[src/rtl/servant_uart_rx.sv]
// Oversampling UART receiver with a small byte FIFO and level interrupt for the servant SoC.
// Optional 8E1 framing is enabled by defining SERVANT_UART_RX_PARITY_EN (default build is 8N1).
module servant_uart_rx #(
    parameter int CLKS_PER_BIT = 556,
    parameter int DEPTH        = 4
) (
    input  logic       wb_clk,
    input  logic       wb_rst,
    input  logic       i_rx,
    output logic [7:0] o_data,
    output logic       o_vld,
    input  logic       i_rdy,
    output logic       o_irq,
    output logic       o_frame_err,
    output logic       o_overrun
);
    localparam int CNT_W = $clog2(CLKS_PER_BIT);
    localparam int AW    = $clog2(DEPTH);
    localparam logic [CNT_W-1:0] HALF_BIT = CNT_W'(CLKS_PER_BIT / 2 - 1);
    localparam logic [CNT_W-1:0] FULL_BIT = CNT_W'(CLKS_PER_BIT - 1);
    localparam logic [AW:0]      FULL_CNT = (AW + 1)'(DEPTH);

`ifdef SERVANT_UART_RX_PARITY_EN
    typedef enum logic [2:0] {S_IDLE, S_START, S_DATA, S_PARITY, S_STOP} state_t;
`else
    typedef enum logic [1:0] {S_IDLE, S_START, S_DATA, S_STOP} state_t;
`endif

    state_t            state_q, state_d;
    logic              rx_meta_q, rx_s_q, rx_q;
    logic [CNT_W-1:0]  cnt_q, cnt_d;
    logic [2:0]        bit_idx_q, bit_idx_d;
    logic [7:0]        shift_q, shift_d;
    logic [AW-1:0]     rd_ptr_q, rd_ptr_d, wr_ptr_q, wr_ptr_d;
    logic [AW:0]       count_q, count_d;
    logic              frame_err_q, frame_err_d;
    logic              overrun_q, overrun_d;
    logic [7:0]        mem [DEPTH];

    logic tick, fall, full, push, pop, par_bad;

`ifdef SERVANT_UART_RX_PARITY_EN
    logic par_err_q, par_err_d;
    assign par_bad = par_err_q;
`else
    assign par_bad = 1'b0;
`endif

    assign tick = (cnt_q == '0);
    assign fall = rx_q & ~rx_s_q;
    // Full is judged before any same-cycle pop, so push-at-full is always dropped.
    assign full = (count_q == FULL_CNT);
    assign pop  = (count_q != '0) & i_rdy;

    always_comb begin
        state_d     = state_q;
        cnt_d       = tick ? cnt_q : cnt_q - CNT_W'(1);
        bit_idx_d   = bit_idx_q;
        shift_d     = shift_q;
        frame_err_d = 1'b0;
        overrun_d   = 1'b0;
        push        = 1'b0;
`ifdef SERVANT_UART_RX_PARITY_EN
        par_err_d   = par_err_q;
`endif
        case (state_q)
            S_IDLE: begin
                if (fall) begin
                    state_d = S_START;
                    cnt_d   = HALF_BIT;
                end
            end
            S_START: begin
                if (tick) begin
                    if (!rx_s_q) begin
                        state_d   = S_DATA;
                        cnt_d     = FULL_BIT;
                        bit_idx_d = 3'd0;
                    end else begin
                        state_d = S_IDLE;
                    end
                end
            end
            S_DATA: begin
                if (tick) begin
                    shift_d   = {rx_s_q, shift_q[7:1]};
                    cnt_d     = FULL_BIT;
                    bit_idx_d = bit_idx_q + 3'd1;
                    if (bit_idx_q == 3'd7) begin
`ifdef SERVANT_UART_RX_PARITY_EN
                        state_d = S_PARITY;
`else
                        state_d = S_STOP;
`endif
                    end
                end
            end
`ifdef SERVANT_UART_RX_PARITY_EN
            S_PARITY: begin
                if (tick) begin
                    par_err_d = ^{rx_s_q, shift_q};
                    cnt_d     = FULL_BIT;
                    state_d   = S_STOP;
                end
            end
`endif
            S_STOP: begin
                if (tick) begin
                    state_d = S_IDLE;
                    if (!rx_s_q || par_bad) begin
                        frame_err_d = 1'b1;
                    end else if (full) begin
                        overrun_d = 1'b1;
                    end else begin
                        push = 1'b1;
                    end
                end
            end
            default: state_d = S_IDLE;
        endcase

        rd_ptr_d = pop  ? rd_ptr_q + AW'(1) : rd_ptr_q;
        wr_ptr_d = push ? wr_ptr_q + AW'(1) : wr_ptr_q;
        case ({push, pop})
            2'b10:   count_d = count_q + (AW + 1)'(1);
            2'b01:   count_d = count_q - (AW + 1)'(1);
            default: count_d = count_q;
        endcase
    end

    always_ff @(posedge wb_clk) begin
        if (wb_rst) begin
            rx_meta_q   <= 1'b1;
            rx_s_q      <= 1'b1;
            rx_q        <= 1'b1;
            state_q     <= S_IDLE;
            cnt_q       <= '0;
            bit_idx_q   <= 3'd0;
            shift_q     <= 8'h00;
            rd_ptr_q    <= '0;
            wr_ptr_q    <= '0;
            count_q     <= '0;
            frame_err_q <= 1'b0;
            overrun_q   <= 1'b0;
`ifdef SERVANT_UART_RX_PARITY_EN
            par_err_q   <= 1'b0;
`endif
        end else begin
            rx_meta_q   <= i_rx;
            rx_s_q      <= rx_meta_q;
            rx_q        <= rx_s_q;
            state_q     <= state_d;
            cnt_q       <= cnt_d;
            bit_idx_q   <= bit_idx_d;
            shift_q     <= shift_d;
            rd_ptr_q    <= rd_ptr_d;
            wr_ptr_q    <= wr_ptr_d;
            count_q     <= count_d;
            frame_err_q <= frame_err_d;
            overrun_q   <= overrun_d;
`ifdef SERVANT_UART_RX_PARITY_EN
            par_err_q   <= par_err_d;
`endif
        end
    end

    // Storage is not reset; emptiness is tracked by count_q alone.
    always_ff @(posedge wb_clk) begin
        if (push) begin
            mem[wr_ptr_q] <= shift_q;
        end
    end

    assign o_vld       = (count_q != '0);
    assign o_irq       = o_vld;
    assign o_data      = o_vld ? mem[rd_ptr_q] : 8'h00;
    assign o_frame_err = frame_err_q;
    assign o_overrun   = overrun_q;

endmodule
[config.mk]
export PLATFORM = sky130hd
export DESIGN_NAME = servant_uart_rx
export DESIGN_NICKNAME = d
export VERILOG_FILES = /design/src/rtl/servant_uart_rx.sv
export SDC_FILE = /design/constraint.sdc
export NUM_CORES = 1
export LEC_CHECK = 0
export ABC_AREA = 0
export CAP_MARGIN = 20
export CORE_ASPECT_RATIO = 0.8
export CORE_MARGIN = 1.5
export CORE_UTILIZATION = 59
export DETAILED_ROUTE_END_ITERATION = 7
export PLACE_DENSITY_LB_ADDON = 0.15
export SYNTH_ARGS = -nofsm -noshare
export SYNTH_HDL_FRONTEND = slang
export SYNTH_SLANG_ARGS = --single-unit
[constraint.sdc]
create_clock -name wb_clk -period 3.3 [get_ports wb_clk]
set_input_delay 0.33 -clock wb_clk [delete_from_list [all_inputs] [get_ports wb_clk]]
set_output_delay 0.33 -clock wb_clk [all_outputs]
set_load 0.03 [all_outputs]
==> metrics.md <==
| Metric | Value |
|---|---|
| Fill cells | `359` |
| Sw Share | `0.333` |
| Hold Crit Class | `reg2reg` |
| Layout cells sized above 1 | `0.150` |
| Synth area leaders | `edfxtp_1, dfxtp_1, mux4_2` |
| Post-CTS setup buffers | `0` |
| Largest net degree at the start of global routing | `26` |
| Area grow syn2layout | `12.2%` |
| Setup violations, final | `0` |
| Initial antenna violation count | `0` |
| DP HPWL | `3.78 mm` |
| Post-Synthesis Cells | `266` |
| Seq/Total Area, Yosys | `0.550` |
| Main synth FF type | `dfxtp_1` |
| Post-DP Area | `3270 sq um` |
| Root buffer cell | `clkbuf_8` |
| Die W | `84.0 um` |
| Yosys Warn Count | `0` |
| Die Height | `67.8 um` |
| Logic pwr share | `0.250` |
| Most frequent cells in the layout | `dfxtp_1, edfxtp_1, nor2_1, a21oi_1, nand2_1` |
| CTS tree | `built` |
| Crit path max fanout | `8` |
| Clk sink count | `69` |
| Switch Pwr | `0.762 mW` |
| Arr. time, crit path | `3030 ps` |
| Synth Register Bits | `69` |
| Final nets | `297` |
| Main combinational cell family by area after synthesis | `simple AND/OR/NAND/NOR gates` |
| GRT Total Usage | `0.217` |
| Yosys top cell area share | `0.311` |
| Starting Density | `0.614` |
| Antenna-violating nets left | `0` |
| Worst setup SP type | `flop` |
| DR iter-0 viols | `126` |
| Synth Net Count | `281` |
| EDFF count, synth | `32` |
| Clk pin slew, worst setup/hold paths | `80 ps` |
| Slowest cell on crit path | `dfxtp_1` |
| Max rail drop VDD | `0.000615 V` |
| Compound-cell area share of the yosys netlist | `0.102` |
| Vias post-DR | `2056` |
| Int Power | `1.53 mW` |
| Status | `complete, no violations` |
| Wirelength per Cell | `16.4 um` |
| Vias in the first global route | `1795` |
| Period utilization | `0.835` |
| Largest buffer count on any clock path | `2` |
| Most common cell after layout, fill and taps aside | `dfxtp_1` |
| Power per standard cell area | `660 nW/um^2` |
| Clock network fraction of total power | `0.305` |
| XOR/XNOR Fraction of Synth Area | `0.0113` |
| Post-Synth Adder-Cell Area | `0.0469` |
| Latest clock arrival within the worst-skew pair | `340 ps` |
| Ant diodes | `0` |
| Tmin final | `2760 ps` |
| Top cell by count, worst path | `inv_1` |
| GPL Wtd Cong | `0.804` |
| Mux contribution to synthesized area | `0.0712` |
| Slew @ Worst Pin | `720 ps` |
| Core area | `5040 sq um` |
| Total of max-cap violations | `0` |
| Final core utilization | `0.689` |
| Largest area contributor in the netlist | `edfxtp_1` |
| First-pass DRT Iterations | `5` |
| CP max stage delay | `470 ps` |
| Fraction of the mapped netlist area in simple logic gates | `0.174` |
| Number of buffers created by CTS | `9` |
| Critical path class | `reg2reg` |
| Hold Vio Cnt, Final | `0` |
| Relative slew slack | `0.519` |
| PostCTS Resize Cnt | `0` |
| Post-synth design cell area | `3090 sq um` |
| I/O Buffers | `15` |
| CP bufs+invs | `4` |
| Max Clock Freq | `363 MHz` |
| Htree depth | `3` |
| Kind of cell adding the most delay to the critical path | `adder cells` |
| Post-synth ARST share | `0` |
| RSZ-0062 raised after global routing | `no` |
| IO Count | `16` |
| LEAKAGE | `1.19 nW` |
| Global-route wire length before repair | `9.18 mm` |
| Die area | `5690 sq um` |
| CTS Hold Bufs | `0` |
| Vias/cell | `5.89` |
| Post-Route WL | `5.72 mm` |
| Crit path cell chain | `inv_1 > ha_1 > nor3b_4 > and3_1 > inv_2 > nor2_1 > inv_1 > ha_1 > inv_1 > fa_1 > xor2_1 > or3_1 > a21oi_1` |
| Slew Viols, Final | `0` |
| Worst-case clock skew | `10.2 ps` |
| Cell variety after synth | `54` |
| Floorplan row count | `23` |
| Design area | `3470 sq um` |
| Drc violations | `0` |
| Setup crit end kind | `flop` |
| Flop pwr share | `0.445` |
| TNS Setup | `0 ps` |
| Mean Syn Cell Area | `11.6 sq um` |
| Worst EP required | `3570 ps` |
| Grt ovf | `0` |
[synthesized netlist by cell type (all sizes together) (7+ instances only)]
cell	count
dfxtp	37
edfxtp	32
nor2	21
a21oi	20
nand2	17
nand3	15
inv	14
ha	10
and2	9
mux4	8
buf	7
clkbuf	7
o21ai	7
[metal layers]
metal  track usage  share of wire  vias up
met4        0.0820          0.016        0
li1              -              -     1007
met5             0              0        -
met3        0.0660          0.045       13
met1         0.314           0.50      995
met2         0.307           0.43       41
[power groups by stage]
stage	Combinational [mW]	Clock, mW	Sequential [mW]
floorplan	0.511	0	1.01
global placement	0.556	0	1.03
detailed placement	0.561	0	1.03
CTS	0.562	0.710	1.02
global route	0.637	0.745	1.03
finish	0.572	0.698	1.02
[final timing paths]
path	start	to	slack, ps	cells past startpoint
worst min register to register	rx_meta_q$_SDFF_PP1_	rx_s_q$_SDFF_PP1_	420	1
worst max-delay path	cnt_q[0]$_SDFF_PP0_	count_q[2]$_SDFFE_PP0P_	540	13
worst min-delay path	rx_meta_q$_SDFF_PP1_	rx_s_q$_SDFF_PP1_	420	1
worst max register to register	cnt_q[0]$_SDFF_PP0_	count_q[2]$_SDFFE_PP0P_	540	13
[metrics by stage]
step / hold slack, ps / worst slack, ps / std cells / power [mW]
floorplan: 389 / 742 / 266 / 1.52
global placement: 395 / 698 / 333 / 1.59
detailed placement: 402 / 575 / 333 / 1.60
CTS: 422 / 528 / 349 / 2.29
global route: 440 / 354 / 349 / 2.41
finish: 416 / 543 / 349 / 2.29
[state kept, by name, summed over array words and instances, names as in the netlist, named ones only]
name         count
mem             32
rx_q             1
wr_ptr_q         2
o_frame_err      1
o_overrun        1
cnt_q           10
bit_idx_q        3
rd_ptr_q         2
shift_q          8
count_q          3
rx_s_q           1
rx_meta_q        1
state_q          1
[layout make-up]
class                      instances  area (sq um)  share of cell area
clock buffer                       9           124              0.0357
clock inverter                     7          78.8              0.0227
inverter                          14          52.6              0.0151
multi-input combinational        169          1250               0.362
sequential                        69          1700               0.490
tap                               62          77.6              0.0224
timing repair buffer              19           180              0.0519
[logic make-up after synthesis]
family | count (synthesis)
AOI/OAI and AO/OA | 47
xor gates and xnor gates | 4
adders and majority gates | 11
buffers and inverters | 28
DFF | 69
muxes | 12
and+or+nand+nor | 95
Note: power is estimated with default switching activity, not from simulation.
